`config.mk`:
```
export PLATFORM = sky130hd
export DESIGN_NAME = uart_param_core
export DESIGN_NICKNAME = d
export VERILOG_FILES = /design/src/rtl/uart_param_core.sv
export SDC_FILE = /design/constraint.sdc
export NUM_CORES = 1
export LEC_CHECK = 0
export BUFFER_PORTS_ARGS = -buffer_cell sky130_fd_sc_hd__buf_2
export CORE_MARGIN = 5
export CORE_UTILIZATION = 45
export DETAILED_ROUTE_END_ITERATION = 7
export PLACE_DENSITY = 0.7
export RECOVER_POWER = 50
export SETUP_SLACK_MARGIN = 0.15
export SKIP_CTS_REPAIR_TIMING = 1
export SYNTH_ARGS = -nofsm -noshare
export SYNTH_HDL_FRONTEND = slang
export SYNTH_SLANG_ARGS = --single-unit
```
`constraint.sdc`:
```
create_clock -name clk_i -period 3.9 [get_ports clk_i]
set_clock_uncertainty 0.1 [all_clocks]
set_input_delay 0.78 -clock clk_i [delete_from_list [all_inputs] [get_ports clk_i]]
set_output_delay 0.78 -clock clk_i [all_outputs]
set_load 0.01 [all_outputs]
```
`src/rtl/uart_param_core.sv`:
```
// Parametrised full-duplex UART: valid/ready TX and RX, mid-bit RX sampling with
// start-glitch rejection, and a receive FIFO carrying per-character error flags.
module uart_param_core #(
    parameter int CLKS_PER_BIT  = 16,
    parameter int DATA_BITS     = 8,
    parameter int PARITY        = 0,
    parameter int STOP_BITS     = 1,
    parameter int RX_FIFO_DEPTH = 8
) (
    input  logic                 clk_i,
    input  logic                 rst_i,
    input  logic                 rx_i,
    output logic                 tx_o,
    input  logic [DATA_BITS-1:0] tx_data_i,
    input  logic                 tx_valid_i,
    output logic                 tx_ready_o,
    output logic                 tx_done_o,
    output logic [DATA_BITS-1:0] rx_data_o,
    output logic                 rx_valid_o,
    input  logic                 rx_ready_i,
    output logic                 rx_parity_err_o,
    output logic                 rx_frame_err_o,
    output logic                 rx_overrun_o
);

    localparam int CW = $clog2(CLKS_PER_BIT);
    localparam int AW = $clog2(RX_FIFO_DEPTH);
    localparam int WW = DATA_BITS + 2;
    localparam logic [CW-1:0] CNT_LAST = CW'(CLKS_PER_BIT - 1);
    localparam logic [CW-1:0] CNT_MID  = CW'(CLKS_PER_BIT / 2 - 1);
    localparam logic [3:0]    DBIT_LAST = 4'(DATA_BITS - 1);
    localparam logic [3:0]    SBIT_LAST = 4'(STOP_BITS - 1);

    typedef enum logic [2:0] {S_IDLE, S_START, S_DATA, S_PARITY, S_STOP} state_t;

    function automatic logic parity_bit(input logic [DATA_BITS-1:0] d);
        return (PARITY == 1) ? ~^d : ^d;
    endfunction

    // ---------------- transmitter ----------------
    state_t                 tx_state, tx_state_nxt;
    logic [CW-1:0]          tx_cnt;
    logic [3:0]             tx_bit;
    logic [DATA_BITS-1:0]   tx_shift;
    logic                   tx_par;
    logic                   tx_tick, tx_last, tx_line;

    assign tx_tick    = (tx_cnt == CNT_LAST);
    assign tx_ready_o = (tx_state == S_IDLE);
    assign tx_o       = tx_line;

    always_comb begin
        tx_state_nxt = tx_state;
        tx_line      = 1'b1;
        tx_last      = 1'b0;
        case (tx_state)
            S_IDLE:   if (tx_valid_i) tx_state_nxt = S_START;
            S_START: begin
                tx_line = 1'b0;
                if (tx_tick) tx_state_nxt = S_DATA;
            end
            S_DATA: begin
                tx_line = tx_shift[0];
                if (tx_tick && tx_bit == DBIT_LAST)
                    tx_state_nxt = (PARITY != 0) ? S_PARITY : S_STOP;
            end
            S_PARITY: begin
                tx_line = tx_par;
                if (tx_tick) tx_state_nxt = S_STOP;
            end
            S_STOP: begin
                if (tx_tick && tx_bit == SBIT_LAST) begin
                    tx_state_nxt = S_IDLE;
                    tx_last      = 1'b1;
                end
            end
            default: tx_state_nxt = S_IDLE;
        endcase
    end

    always_ff @(posedge clk_i) begin
        if (rst_i) begin
            tx_state  <= S_IDLE;
            tx_cnt    <= '0;
            tx_bit    <= '0;
            tx_done_o <= 1'b0;
        end else begin
            tx_state  <= tx_state_nxt;
            tx_done_o <= tx_last;
            if (tx_state == S_IDLE || tx_state != tx_state_nxt) begin
                tx_cnt <= '0;
                tx_bit <= '0;
            end else if (tx_tick) begin
                tx_cnt <= '0;
                tx_bit <= tx_bit + 4'd1;
            end else begin
                tx_cnt <= tx_cnt + 1'b1;
            end
        end
    end

    always_ff @(posedge clk_i) begin
        if (tx_state == S_IDLE && tx_valid_i) begin
            tx_shift <= tx_data_i;
            tx_par   <= parity_bit(tx_data_i);
        end else if (tx_state == S_DATA && tx_tick) begin
            tx_shift <= tx_shift >> 1;
        end
    end

    // ---------------- receiver: synchronizer stages p0/p1 ----------------
    logic rx_sync_p0, rx_sync_p1, rx_s;

    always_ff @(posedge clk_i) begin
        if (rst_i) begin
            rx_sync_p0 <= 1'b1;
            rx_sync_p1 <= 1'b1;
        end else begin
            rx_sync_p0 <= rx_i;
            rx_sync_p1 <= rx_sync_p0;
        end
    end
    assign rx_s = rx_sync_p1;

    state_t                 rx_state, rx_state_nxt;
    logic [CW-1:0]          rx_cnt;
    logic [3:0]             rx_bit;
    logic [DATA_BITS-1:0]   rx_shift;
    logic                   rx_perr, rx_ferr, rx_armed;
    logic                   rx_tick, push;
    logic [WW-1:0]          push_word;

    assign rx_tick   = (rx_state == S_START) ? (rx_cnt == CNT_MID) : (rx_cnt == CNT_LAST);
    assign push_word = {rx_ferr | ~rx_s, rx_perr, rx_shift};

    always_comb begin
        rx_state_nxt = rx_state;
        push         = 1'b0;
        case (rx_state)
            S_IDLE:   if (rx_armed && !rx_s) rx_state_nxt = S_START;
            S_START:  if (rx_tick) rx_state_nxt = rx_s ? S_IDLE : S_DATA;
            S_DATA: begin
                if (rx_tick && rx_bit == DBIT_LAST)
                    rx_state_nxt = (PARITY != 0) ? S_PARITY : S_STOP;
            end
            S_PARITY: if (rx_tick) rx_state_nxt = S_STOP;
            S_STOP: begin
                if (rx_tick && rx_bit == SBIT_LAST) begin
                    rx_state_nxt = S_IDLE;
                    push         = 1'b1;
                end
            end
            default: rx_state_nxt = S_IDLE;
        endcase
    end

    // armed tracks the last line level seen while returning to or waiting in IDLE,
    // so a start needs a 1->0 transition and a frame error waits for the line to recover
    always_ff @(posedge clk_i) begin
        if (rst_i) begin
            rx_state <= S_IDLE;
            rx_cnt   <= '0;
            rx_bit   <= '0;
            rx_armed <= 1'b0;
        end else begin
            rx_state <= rx_state_nxt;
            if (rx_state_nxt == S_IDLE) rx_armed <= rx_s;
            if (rx_state == S_IDLE || rx_state != rx_state_nxt) begin
                rx_cnt <= '0;
                rx_bit <= '0;
            end else if (rx_tick) begin
                rx_cnt <= '0;
                rx_bit <= rx_bit + 4'd1;
            end else begin
                rx_cnt <= rx_cnt + 1'b1;
            end
        end
    end

    always_ff @(posedge clk_i) begin
        if (rx_state == S_IDLE) begin
            rx_perr <= 1'b0;
            rx_ferr <= 1'b0;
        end
        if (rx_state == S_DATA && rx_tick)
            rx_shift <= {rx_s, rx_shift[DATA_BITS-1:1]};
        if (rx_state == S_PARITY && rx_tick)
            rx_perr <= (rx_s != parity_bit(rx_shift));
        if (rx_state == S_STOP && rx_tick && !rx_s)
            rx_ferr <= 1'b1;
    end

    // ---------------- receive FIFO ----------------
    logic [WW-1:0] mem [RX_FIFO_DEPTH];
    logic [AW:0]   wr_ptr, rd_ptr, wr_nxt, rd_nxt;
    logic          full, pop, push_ok, drop;
    logic [WW-1:0] head_nxt;

    assign full    = (wr_ptr[AW] != rd_ptr[AW]) && (wr_ptr[AW-1:0] == rd_ptr[AW-1:0]);
    assign pop     = rx_valid_o && rx_ready_i;
    assign push_ok = push && (!full || pop);
    assign drop    = push && full && !pop;
    assign wr_nxt  = wr_ptr + {{AW{1'b0}}, push_ok};
    assign rd_nxt  = rd_ptr + {{AW{1'b0}}, pop};

    // the entry being written this cycle is not in mem yet, so bypass it to the head
    always_comb begin
        head_nxt = '0;
        if (wr_nxt != rd_nxt) begin
            if (push_ok && rd_nxt[AW-1:0] == wr_ptr[AW-1:0])
                head_nxt = push_word;
            else
                head_nxt = mem[rd_nxt[AW-1:0]];
        end
    end

    always_ff @(posedge clk_i) begin
        if (push_ok) mem[wr_ptr[AW-1:0]] <= push_word;
    end

    always_ff @(posedge clk_i) begin
        if (rst_i) begin
            wr_ptr          <= '0;
            rd_ptr          <= '0;
            rx_valid_o      <= 1'b0;
            rx_data_o       <= '0;
            rx_parity_err_o <= 1'b0;
            rx_frame_err_o  <= 1'b0;
            rx_overrun_o    <= 1'b0;
        end else begin
            wr_ptr     <= wr_nxt;
            rd_ptr     <= rd_nxt;
            rx_valid_o <= (wr_nxt != rd_nxt);
            {rx_frame_err_o, rx_parity_err_o, rx_data_o} <= head_nxt;
            if (drop)
                rx_overrun_o <= 1'b1;
            else if (pop)
                rx_overrun_o <= 1'b0;
        end
    end

endmodule
```
# Word-level counts from Yosys, hierarchy flattened
# Memory sizes are Yosys's and may differ from the RTL's. A register that Yosys moved wholly into a read port is not among the register bits.
# Index checks and enable logic that the tools add are counted.
# totals
memories	1
output_inout_bits	15
in_bits	13
register_bits	55
mem_bits_rw	80
word_cells	113
# memory_table
memory	words	word_bits	rd	rd_ports_with_merged_regs	write_ports	line	rtl
mem	8	10	1	1	1	194	logic [WW-1:0] mem [RX_FIFO_DEPTH];
# op_classes
bitwise_logic	4
n_addsub	6
n_eq_ne	19
n_reduce_logical	38
muxes	26
# ops
operator	count
$mux W3	10
$pmux W3 S5	2
$add A4 B1 Y4 const B	4
$logic_and A1 B1 Y1	16
$mux W8	2
$reduce_xor A8 Y1	2
$eq A3 B2 Y1 const B	4
$eq A4 B3 Y1 const B	3
$mux W1	10
$logic_not A3 Y1	3
$add A4 B1 Y4	2
$eq A4 B4 Y1 const B	2
$logic_not A4 Y1	2
$reduce_or A2 Y1	4
$eq A3 B1 Y1 const B	2
$eq A3 B3 Y1 const B	2
$ne A3 B3 Y1	2
$reduce_bool A2 Y1	3
$reduce_or A3 Y1	2
$ne A4 B4 Y1	1
$eq A3 B3 Y1	1
$logic_not A1 Y1	3
$logic_or A1 B1 Y1	3
$not A1 Y1	3
other kinds (4)	5

# Logic depth before layout (Yosys ltp)
# depth
ltp_word	10
mapped_depth	13

# Worst setup path before layout
# No wires, ideal clock.
# synth_path
path_type	reg2reg
start	register rx_cnt[0]
end	memory mem[0][0] (netlist bit), enable pin
period_less_slack_ns	2.727
required_ns	3.396
path_stages_with_launch	7
arrival_ns	2.223
setup_slack_ns	1.173
setup_ns	0.404
cell_sequence	dfxtp_1 > ha_1 > and3_1 > buf_6 > and4_1 > o21ai_1 > nor4_1
# synth_via
elab_chain_len	8
word_cells_on_any_way	9
# synth_lines
element	line	rtl
start: declaration	126	logic [CW-1:0] rx_cnt;
start signal: assignment	175	rx_cnt <= rx_cnt + 1'b1;
$eq A4 B4 Y1 or $eq A4 B3 Y1 (tied branches)	133	assign rx_tick = (rx_state == S_START) ? (rx_cnt == CNT_MID) : (rx_cnt == CNT_LAST);
$mux W1 *	133	
$logic_and A1 B1 Y1 *	148	if (rx_tick && rx_bit == SBIT_LAST) begin
$mux W1 *	148	
$mux W1 *	139	case (rx_state)
$logic_and A1 B1 Y1 *	201	assign push_ok = push && (!full || pop);
$mux W1 *	218	if (push_ok) mem[wr_ptr[AW-1:0]] <= push_word;
$mux W1 (not written as such) *	218	
end: declaration	194	
# Mark *: on every way between the ends. The rest lies on a longest branch, timed or not.

# Worst setup path in the final report
# layout_path
start	register rx_bit[0]
end	register rx_frame_err_o
# layout_via
elab_chain_len	9
# layout_lines
element	line	rtl
start: declaration	127	logic [3:0] rx_bit;
start signal: assignment	173	rx_bit <= rx_bit + 4'd1;
$logic_not A4 Y1	148	
$logic_and A1 B1 Y1	148	
$mux W1	148	
$mux W1	139	
$logic_and A1 B1 Y1	201	
$add A4 B1 Y4	203	assign wr_nxt = wr_ptr + {{AW{1'b0}}, push_ok};
$ne A4 B4 Y1	209	if (wr_nxt != rd_nxt) begin
$not A1 Y1 (no source line)	-	
$reduce_or A2 Y1 (no source line)	-	
end signal: assignment	234	{rx_frame_err_o, rx_parity_err_o, rx_data_o} <= head_nxt;
end: declaration	22	output logic rx_frame_err_o,
# No other way between the ends.
# A chain may end at the register's enable or synchronous reset.

==> flow_metrics.py <==
metrics = {
    "floorplan": {
        "die_h_microns": 127,
        "die_w_microns": 127,
        "start_util": 0.461,
        "die_area_sq_um": 16000,
        "core_area_sq_um": 13300,
        "row_count": 42,
        "pin_count": 28,
    },
    "global_route": {
        "antenna_found_initial": 0,
        "grt_pass1_vias": 3526,
        "grt_use_total": 0.147,
        "grt_pass1_wl_mm": 18.2,
        "overflow": 0,
        "grt_max_degree": 24,
    },
    "detailed_routing": {
        "first_pass_iters": 4,
        "met2RoutedLength_mm": 5.60,
        "remaining_drc_errors": 0,
        "wl_per_cell_microns": 17.2,
        "ant_nets": 0,
        "detail_route.wirelength_mm": 11.2,
        "wl_met1_mm": 4.82,
        "wl_met3_microns": 521,
        "top_layer": "met4",
        "num_vias": 3430,
        "drt-vias-per-instance": 5.29,
        "drt_iter0_drc": 267,
    },
    "min_path": {
        "worstHoldStart": "rx_sync_p0",
        "hp-class": "flop to flop",
    },
    "synth": {
        "ys.flop_type": "edfxtp_1",
        "netlist_instances": 423,
        "synth_edf_count": 98,
        "synth_cell_types": 54,
        "synth-seq-cells": 145,
        "syn-num-nets": 446,
        "ys_warn_count": 0,
        "syn-cell-area_sq_um": 6130,
        "synthArstFlopShare": 0,
        "syn_area_per_cell_sq_um": 14.5,
        "seq_area_frac_synth": 0.634,
    },
    "flow_run": {
        "drv_cap": 0,
    },
    "timing": {
        "relSlewSlack": 0.253,
        "rsz0062_at_grt": "no",
        "fmax_ghz": 0.306,
        "setup_tns_ns": 0,
        "fin_hold_ws_ns": 0.309,
        "min_period_over_period": 0.838,
        "hold_violations": 0,
        "min_period_ns": 3.27,
        "setup_viol": 0,
        "tightest_slew_ns": 1.11,
        "drv_slew": 0,
    },
    "clock_network": {
        "cts_tree": "yes",
        "clockBufferDepth": 2,
        "cts_buffers": 17,
        "h-tree-depth": 4,
        "clk_latency_ns": 0.41,
        "path_clk_slew_ns": 0.06,
        "cts_root_buffer": "clkbuf_16",
        "cts_sinks": 145,
    },
    "critical_path": {
        "cp.required_ns": 4.15,
        "crit_type": "flop to flop",
        "critPathMaxFanout": 11,
        "critPathCaptureType": "flop",
        "crit_arrival_ns": 3.52,
        "worstSetupStartpointType": "flop",
        "r2r_slack_ns": 0.63,
        "r2r-start": "rx_bit[0]",
        "crit_start": "rx_bit[0]",
    },
    "power": {
        "ir_worst_vdd_v": 0.000263,
        "p_leak_nw": 2.50,
        "cellPowerDensity_nw_per_um2": 485,
    },
    "layout": {
        "syn_to_final_growth_pct": 15.3,
        "antenna_cells": 0,
        "layout-drive-gt1-share": 0.205,
        "nets": 483,
        "fill_cells": 1105,
    },
    "status": {
        "status": "finished, final reports clean",
    },
    "placed_design": {
        "place_hpwl_mm": 7.40,
        "portBuffers": 27,
        "gp_congestion": 0.781,
    },
}
## synthesized netlist by cell type, types with 3 or more instances
library cell  instances  share of area
a21oi_1               9         0.0074
a31oi_1               4         0.0041
and3_1                4         0.0041
buf_2                10         0.0082
buf_4                 3         0.0037
buf_6                 5         0.0092
clkbuf_1              7         0.0043
dfxtp_1              47           0.15
edfxtp_1             98           0.48
ha_1                 10          0.020
inv_1                11         0.0067
mux2_2                7          0.013
mux2i_1              12          0.020
mux4_2               20          0.074
nand2_1              23          0.014
nand3_1               9         0.0074
nor2_1               31          0.019
nor2b_1               6         0.0061
nor3_1                9         0.0074
nor3_2                3         0.0049
nor3b_1               3         0.0037
o211a_1              10          0.016
o21ai_0               4         0.0033
or2_2                 3         0.0031
xnor2_1              28          0.040
xor2_1               12          0.017
## per-stage QoR
stage	utilization	total power, mW	setup slack [ns]	area [sq um]	cells
finish	0.531	3.42	0.631	7060	649
global route	0.531	3.53	0.401	7060	649
CTS	0.533	3.45	0.284	7080	649
detailed placement	0.485	1.75	0.191	6450	617
global placement	0.485	1.74	0.380	6450	617
floorplan	-	1.73	1.17	6130	423
## cells in the final DEF, fill, tap and decap left out, types with 10 or more instances in the layout
master / netlist / final
xnor2_1: 28 / 28
nor2_1: 31 / 31
nand2_1: 23 / 23
xor2_1: 12 / 12
buf_2: 10 / 12
mux4_2: 20 / 20
edfxtp_1: 98 / 98
clkbuf_16: 0 / 17
dfxtp_1: 47 / 47
inv_1: 11 / 11
mux2i_1: 12 / 12
buf_4: 3 / 14
o211a_1: 10 / 10
clkbuf_1: 7 / 18
ha_1: 10 / 10
## layout make-up
class / count / area [sq um] / share of cell area
clock buffer: 18 / 429 / 0.0608
clock inverter: 14 / 201 / 0.0285
inverter: 11 / 41.3 / 0.00585
multi-input combinational: 242 / 2060 / 0.291
sequential: 145 / 3880 / 0.550
tap: 176 / 220 / 0.0312
timing repair buffer: 43 / 229 / 0.0324
## where the power goes
group	switching, mW	leakage [nW]	total, mW	internal, mW
Combinational	0.0321	0.918	0.0619	0.0299
Clock	0.630	0.302	1.71	1.08
Sequential	0.00875	1.28	1.65	1.64
## registers in the layout, summed over array words and instances, names as in the netlist, 3 cells and up
| name | flops |
|---|---|
| mem | 80 |
| rx_data_o | 8 |
| rx_shift | 8 |
| tx_shift | 8 |
| rd_ptr | 4 |
| rx_bit | 4 |
| rx_cnt | 4 |
| tx_bit | 4 |
| tx_cnt | 4 |
| wr_ptr | 4 |
| rx_state | 3 |
| tx_state | 3 |
## cell families after synthesis
family | Yosys count | share of synthesized area
flip-flops | 145 | 0.634
multiplexers | 39 | 0.106
AND/OR/NAND/NOR | 110 | 0.0935
AO/OA/AOI/OAI | 41 | 0.0502
buffers and inverters | 36 | 0.0321
adder cells (fa/ha/maj) | 10 | 0.0204
XOR/XNOR | 42 | 0.0637
## worst max-delay path, stage by stage (launching register included)
cell and delay, ns:
dfxtp_1 0.34, inv_1 0.07, ha_1 0.14, nor3b_1 0.41
and4_1 0.33, o21ai_1 0.17, inv_1 0.12, ha_1 0.17
nand3_1 0.12, xor2_2 0.20, xnor2_1 0.15, a41oi_2 0.63
o211a_1 0.25
## layer usage
layer | GRT usage | vias to the layer above
li1 | - | 1636
met1 | 0.185 | 1713
met2 | 0.238 | 65
met3 | 0.0437 | 16
met4 | 0.0637 | 0
met5 | 0 | -
## final timing paths
kind	endpoint	cells past startpoint
max	rx_frame_err_o	12
min	rx_s	1
max reg2reg	rx_frame_err_o	12
min reg2reg	rx_s	1
No activity file was read; power rests on OpenSTA's default activity.
